$ cat src/rtl/regfile_pkg.sv
// Shared constants and busy-bit priority helpers for the register file scoreboard.
// Busy priority per register: flush > claim > write-clear > hold.
package regfile_pkg;

  localparam int unsigned DEFAULT_DATA_W = 32;
  localparam int unsigned DEFAULT_ADDR_W = 5;

  typedef enum logic [1:0] {
    BUSY_HOLD  = 2'd0,
    BUSY_CLR   = 2'd1,
    BUSY_SET   = 2'd2,
    BUSY_FLUSH = 2'd3
  } busy_op_e;

  function automatic busy_op_e resolve_busy_op(
    input logic flush,
    input logic claim_hit,
    input logic wr_hit
  );
    if (flush)          return BUSY_FLUSH;
    else if (claim_hit) return BUSY_SET;
    else if (wr_hit)    return BUSY_CLR;
    else                return BUSY_HOLD;
  endfunction

  function automatic logic apply_busy_op(input busy_op_e op, input logic cur);
    case (op)
      BUSY_SET:            return 1'b1;
      BUSY_CLR, BUSY_FLUSH: return 1'b0;
      default:             return cur;
    endcase
  endfunction

endpackage

$ cat src/rtl/regfile_busy_tracker.sv
// Per-register busy vector with claim/write-clear/flush priority and an
// incrementally maintained population count of busy registers.
module regfile_busy_tracker
  import regfile_pkg::*;
#(
  parameter int unsigned ADDR_W   = DEFAULT_ADDR_W,
  parameter bit          ZERO_REG = 1'b1
) (
  input  logic                   clk,
  input  logic                   rst_n,
  input  logic                   wr_en,
  input  logic [ADDR_W-1:0]      wr_addr,
  input  logic                   claim_en,
  input  logic [ADDR_W-1:0]      claim_addr,
  input  logic                   flush,
  output logic [2**ADDR_W-1:0]   busy,
  output logic [ADDR_W:0]        busy_count
);

  localparam int unsigned DEPTH = 2**ADDR_W;

  logic                 claim_ok;
  logic                 wr_ok;
  logic                 claim_inc;
  logic                 wr_dec;
  logic [DEPTH-1:0]     busy_next;
  logic [ADDR_W:0]      count_next;
  busy_op_e             op;

  assign claim_ok = claim_en && !(ZERO_REG && (claim_addr == '0));
  assign wr_ok    = wr_en    && !(ZERO_REG && (wr_addr    == '0));

  always_comb begin
    busy_next = busy;
    op        = BUSY_HOLD;
    for (int unsigned i = 0; i < DEPTH; i++) begin
      op = resolve_busy_op(flush,
                           claim_ok && (claim_addr == ADDR_W'(i)),
                           wr_ok    && (wr_addr    == ADDR_W'(i)));
      busy_next[i] = apply_busy_op(op, busy[i]);
    end
  end

  // Count tracks the vector by delta: a claim only adds on a 0->1 transition,
  // a write only subtracts when it actually wins the clear on a busy register.
  always_comb begin
    claim_inc = claim_ok && !busy[claim_addr];
    wr_dec    = wr_ok && busy[wr_addr] && !(claim_ok && (claim_addr == wr_addr));
    if (flush) begin
      count_next = '0;
    end else begin
      count_next = busy_count + {{ADDR_W{1'b0}}, claim_inc}
                              - {{ADDR_W{1'b0}}, wr_dec};
    end
  end

  always_ff @(posedge clk or negedge rst_n) begin
    if (!rst_n) begin
      busy       <= '0;
      busy_count <= '0;
    end else begin
      busy       <= busy_next;
      busy_count <= count_next;
    end
  end

endmodule

$ cat src/rtl/regfile_scoreboard.sv
// Parametrised register file with two combinational read ports, one write port
// and an integrated busy scoreboard. Optional write-through forwarding: REGFILE_BYPASS_EN.
module regfile_scoreboard
  import regfile_pkg::*;
#(
  parameter int unsigned DATA_W   = DEFAULT_DATA_W,
  parameter int unsigned ADDR_W   = DEFAULT_ADDR_W,
  parameter bit          ZERO_REG = 1'b1
) (
  input  logic              clk,
  input  logic              rst_n,
  input  logic [ADDR_W-1:0] rd_addr1,
  output logic [DATA_W-1:0] rd_data1,
  output logic              rd_busy1,
  input  logic [ADDR_W-1:0] rd_addr2,
  output logic [DATA_W-1:0] rd_data2,
  output logic              rd_busy2,
  input  logic              wr_en,
  input  logic [ADDR_W-1:0] wr_addr,
  input  logic [DATA_W-1:0] wr_data,
  input  logic              claim_en,
  input  logic [ADDR_W-1:0] claim_addr,
  input  logic              flush,
  output logic [ADDR_W:0]   busy_count
);

  localparam int unsigned DEPTH = 2**ADDR_W;

  logic [DATA_W-1:0] regs [DEPTH];
  logic [DEPTH-1:0]  busy;
  logic              wr_ok;

  assign wr_ok = wr_en && !(ZERO_REG && (wr_addr == '0));

  always_ff @(posedge clk or negedge rst_n) begin
    if (!rst_n) begin
      for (int unsigned i = 0; i < DEPTH; i++) begin
        regs[i] <= '0;
      end
    end else if (wr_ok) begin
      regs[wr_addr] <= wr_data;
    end
  end

  regfile_busy_tracker #(
    .ADDR_W   (ADDR_W),
    .ZERO_REG (ZERO_REG)
  ) u_busy (
    .clk        (clk),
    .rst_n      (rst_n),
    .wr_en      (wr_en),
    .wr_addr    (wr_addr),
    .claim_en   (claim_en),
    .claim_addr (claim_addr),
    .flush      (flush),
    .busy       (busy),
    .busy_count (busy_count)
  );

  // Returns {busy, data} for one read address; both ports share this path.
  function automatic logic [DATA_W:0] read_port(input logic [ADDR_W-1:0] addr);
    logic [DATA_W-1:0] d;
    logic              b;
    d = regs[addr];
    b = busy[addr];
    if (ZERO_REG && (addr == '0)) begin
      d = '0;
      b = 1'b0;
    end
`ifdef REGFILE_BYPASS_EN
    else if (wr_ok && (addr == wr_addr)) begin
      d = wr_data;
      b = claim_en && (claim_addr == wr_addr) && !flush;
    end
`endif
    return {b, d};
  endfunction

  always_comb begin
    {rd_busy1, rd_data1} = read_port(rd_addr1);
    {rd_busy2, rd_data2} = read_port(rd_addr2);
  end

endmodule

$ cat config.mk
export PLATFORM = sky130hd
export DESIGN_NAME = regfile_scoreboard
export DESIGN_NICKNAME = d
export VERILOG_FILES = /design/src/rtl/regfile_pkg.sv /design/src/rtl/regfile_busy_tracker.sv /design/src/rtl/regfile_scoreboard.sv
export SDC_FILE = /design/constraint.sdc
export NUM_CORES = 2
export LEC_CHECK = 0
export ABC_AREA = 1
export CAP_MARGIN = 10
export CORE_MARGIN = 2
export CORE_UTILIZATION = 39
export CTS_BUF_LIST = sky130_fd_sc_hd__clkbuf_8
export DETAILED_ROUTE_END_ITERATION = 10
export GPL_ROUTABILITY_DRIVEN = 0
export PLACE_DENSITY = 0.61
export SKIP_LAST_GASP = 1
export SLEW_MARGIN = 20
export SYNTH_ARGS = -nofsm -noshare
export SYNTH_HDL_FRONTEND = slang
export SYNTH_SLANG_ARGS = --single-unit
$ cat constraint.sdc
create_clock -name clk -period 2.24 [get_ports clk]
set_input_delay 0.224 -clock clk [delete_from_list [all_inputs] [get_ports clk]]
set_output_delay 0.224 -clock clk [all_outputs]
set_load 0.005 [all_outputs]
==> flow_summary_export.csv <==
group,metric,value,unit
pwr,power_density_over_cell_area,758,nW/um^2
hold_path,hold_path.class,"primary input to flop",
pwr,power_leakage,36.2,nW
floorplanning,coreArea,154000,sq um
grt,via_count_of_the_first_global_routing_pass,60963,
yosys,syn-cell-area,60400,sq um
clock_network,cts_max_level,4,
layout,fillers,15058,
timing,timing.final.crit_period,2610,ps
yosys,synth-edff-count,0,
critical_path,criticalPathCategory,"flop to output pin",
yosys,ys_top_cells_by_area,"sky130_fd_sc_hd__dfrtp_1, sky130_fd_sc_hd__nand2_1, sky130_fd_sc_hd__nand3_1, sky130_fd_sc_hd__o21ai_0, sky130_fd_sc_hd__buf_2",
yosys,netlist_instances,8769,
yosys,synth_common_cells,"sky130_fd_sc_hd__nand2_1, sky130_fd_sc_hd__nand3_1, sky130_fd_sc_hd__dfrtp_1",
floorplanning,effective_utilization_at_floorplan,39.2,%
timing,timing.slew.headroom,60.1,%
grt,grt_first_pass_wirelength,381,mm
timing,rsz0062_at_grt,"true",
clock_network,cts-root-buf,"sky130_fd_sc_hd__clkbuf_8",
grt,grt_use_total,31.3,%
yosys,synth_async_sr_flop_share,100,%
layout,finalNonFillerCells,11314,
critical_path,timing.critical_path.arrival,2380,ps
timing,maxSlewViolCount,0,
yosys,yosys_most_used_dff,"sky130_fd_sc_hd__dfrtp_1",
floorplanning,die-height,397,um
layout,area_growth_syn_to_layout,26.4,%
timing,timing.final.crit_share,116,%
floorplanning,die_area,158000,sq um
grt,antenna_found_initial,5,
yosys,yosys.area.top_type_share,44.0,%
grt,top_usage_layer,"met2",
detailed_routing,routed-via-count,64755,
critical_path,critPathLaunchType,"flop",
detailed_routing,detail_route.drc_violations,0,
detailed_routing,drt_pass1_iterations,8,
yosys,count_leader_synth,"sky130_fd_sc_hd__nand2_1",
yosys,synth_area_leader_cell,"sky130_fd_sc_hd__dfrtp_1",
timing,hold_slack,162,ps
floorplanning,floorplan.io_pins,129,
clock_network,tritoncts_clock_tree,"done",
detailed_routing,wirelength,253,mm
detailed_routing,drt_iter0_markers,8305,
critical_path,worstPathRequired,2020,ps
yosys,syn-mean-instance-area,6.88,sq um
placed_design,portBuffers,128,
run_status,failed_checks,"negative setup slack",
timing,fin_ws,-366,ps
layout,finish.instance_area,76300,sq um
pwr,vdd_ir_drop_max,0.580,mV
floorplanning,chipWidth,397,um
placed_design,place_hpwl,160,mm
yosys,synth_seq_area_share,44.0,%
timing,finalClockSkew,14.7,ps
grt,met3_usage,6.29,%
clock_network,maximum_buffer_depth_of_the_clock_tree,3,
grt,maximum_number_of_pins_on_one_net_before_global_route_repair,100,
clock_network,clock_input_transition_at_the_sequential_cells_of_the_worst_setup_and_hold_paths,70,ps
critical_path,element_type_at_the_critical_path_end,"output pin",
run_status,result_of_the_run,"finished, violations left",
placed_design,place_area,68800,sq um
grt,globalRoute.totalOverflow,0,
layout,drive_above_1_share,19.9,%
clock_network,clock_sink_count,1062,
layout,layout.nets,9194,
grt,globalRouteMet1Util,42.6,%
critical_path,cp_max_fo,4,
run,maximum_capacitance_violations,0,
timing,setup_tns,-12080,ps
clock_network,clk_latency,960,ps
grt,grt.met2_usage,47.4,%
detailed_routing,post_drt_wl_per_cell,22.4,um
clock_network,tritoncts.num_buffers,189,
placed_design,place.detailed.instances,10794,
placed_design,place_ws,-773,ps
timing,hold_violations,0,
yosys,synth.net_count,8833,
yosys,ys_ff_latch,1062,
floorplanning,row_count,144,
yosys,synth_warnings,0,
detailed_routing,postRouteAntennaNets,0,
timing,max_freq,384,MHz
timing,worstMarginPinSlew,599,ps
detailed_routing,via_per_inst,5.72,
yosys,ys_types,32,
timing,finalSetupViolCount,70,
## metal layers
layer	wire, um	part of all wire [%]
met1	102000	40
met4	13600	5.4
met3	26800	11
met2	110000	44
met5	25	0.0099
## registers in the layout, indices dropped and copies added (netlist names)
register and cells:
u_busy.busy 32, regs 1024, u_busy.busy_count 6
## cells in the final DEF, fill, tap and decap left out, types with 8 or more instances in the layout
cell type,instances
sky130_fd_sc_hd__a21oi_1,159
sky130_fd_sc_hd__a21oi_2,34
sky130_fd_sc_hd__buf_12,253
sky130_fd_sc_hd__buf_2,31
sky130_fd_sc_hd__buf_4,530
sky130_fd_sc_hd__buf_6,113
sky130_fd_sc_hd__clkbuf_8,243
sky130_fd_sc_hd__clkdlybuf4s50_1,51
sky130_fd_sc_hd__clkinv_2,18
sky130_fd_sc_hd__dfrtp_1,1062
sky130_fd_sc_hd__inv_1,154
sky130_fd_sc_hd__inv_2,22
sky130_fd_sc_hd__inv_8,8
sky130_fd_sc_hd__nand2_1,3414
sky130_fd_sc_hd__nand2_2,166
sky130_fd_sc_hd__nand2_4,31
sky130_fd_sc_hd__nand3_1,1311
sky130_fd_sc_hd__nand3_2,194
sky130_fd_sc_hd__nand3_4,8
sky130_fd_sc_hd__nand4_1,9
sky130_fd_sc_hd__nor2_1,126
sky130_fd_sc_hd__nor2_2,68
sky130_fd_sc_hd__nor2_4,60
sky130_fd_sc_hd__o211ai_1,16
sky130_fd_sc_hd__o21ai_0,897
sky130_fd_sc_hd__o21ai_1,200
sky130_fd_sc_hd__o21ai_2,43
## what timing repair did
item | in CTS | in global routing
resized for setup | 635 | 420
setup buffers | 127 | 82
hold endpoints to repair | 1068 | 0
pin swaps | 261 | 409
hold buffers | 5 | 0
setup endpoints to repair | 67 | 71
## path summary, 6_finish.rpt
kind	start	end	slack [ps]	cells past startpoint
worst max-delay path	u_busy.busy[25]$_DFFE_PN0P_	rd_busy2	-370	10
worst min-delay path	wr_data[28]	regs[316]$_DFFE_PN0P_	160	4
worst max register to register	u_busy.busy[29]$_DFFE_PN0P_	u_busy.busy_count[4]$_DFF_PN0_	-310	18
worst min register to register	regs[1002]$_DFFE_PN0P_	regs[1002]$_DFFE_PN0P_	400	0
max in group asynchronous	rst_n	regs[829]$_DFFE_PN0P_	1070	5
min in group asynchronous	rst_n	regs[502]$_DFFE_PN0P_	530	4
## report_power, final
part	switching [W]	internal, W	total, W
clock network	0.00887	0.00971	0.0186
logic	0.00794	0.00599	0.0139
registers	0.00275	0.0226	0.0253
total	0.0196	0.0383	0.0579
## cells by family after synthesis
kind of cell	Yosys count	synth area share, %
and+or+nand+nor	5394	36.9
AOI/OAI and AO/OA	1352	11.5
DFF	1062	44.0
buffers and inverters	951	7.45
adders and majority gates	7	0.158
xor gates and xnor gates	3	0.0435
## critical path, cell delays in order, from the launching register on
cell and delay (ps):
sky130_fd_sc_hd__dfrtp_1 350, sky130_fd_sc_hd__buf_4 140, sky130_fd_sc_hd__nand2_1 50, sky130_fd_sc_hd__nand3_1 90, sky130_fd_sc_hd__nand3_1 80, sky130_fd_sc_hd__nand2_2 70
sky130_fd_sc_hd__nand2_1 50, sky130_fd_sc_hd__nand3_1 90, sky130_fd_sc_hd__nand2_2 70, sky130_fd_sc_hd__nor2_4 280, sky130_fd_sc_hd__buf_6 140
## area by class of cell
| type | count | area [sq um] | area share [%] |
|---|---|---|---|
| clock inverter | 85 | 438 | 0.574 |
| sequential | 1062 | 26600 | 34.8 |
| timing repair buffer | 987 | 11100 | 14.5 |
| antenna | 3 | 7.51 | 0.00983 |
| inverter | 134 | 562 | 0.736 |
| clock buffer | 243 | 3340 | 4.38 |
| multi-input combinational | 6756 | 31800 | 41.6 |
| tap | 2044 | 2560 | 3.35 |
## per-stage QoR
| stage | power, W | util [%] |
|---|---|---|
| 4_1_cts | 0.0570 | 48.3 |
| 6_report | 0.0579 | 49.6 |
| 3_3_place_gp | 0.0372 | 44.7 |
| 2_1_floorplan | 0.0326 | - |
| 3_5_place_dp | 0.0376 | 44.7 |
| 5_1_grt | 0.0610 | 49.6 |
No activity file was read; power rests on OpenSTA's default activity.
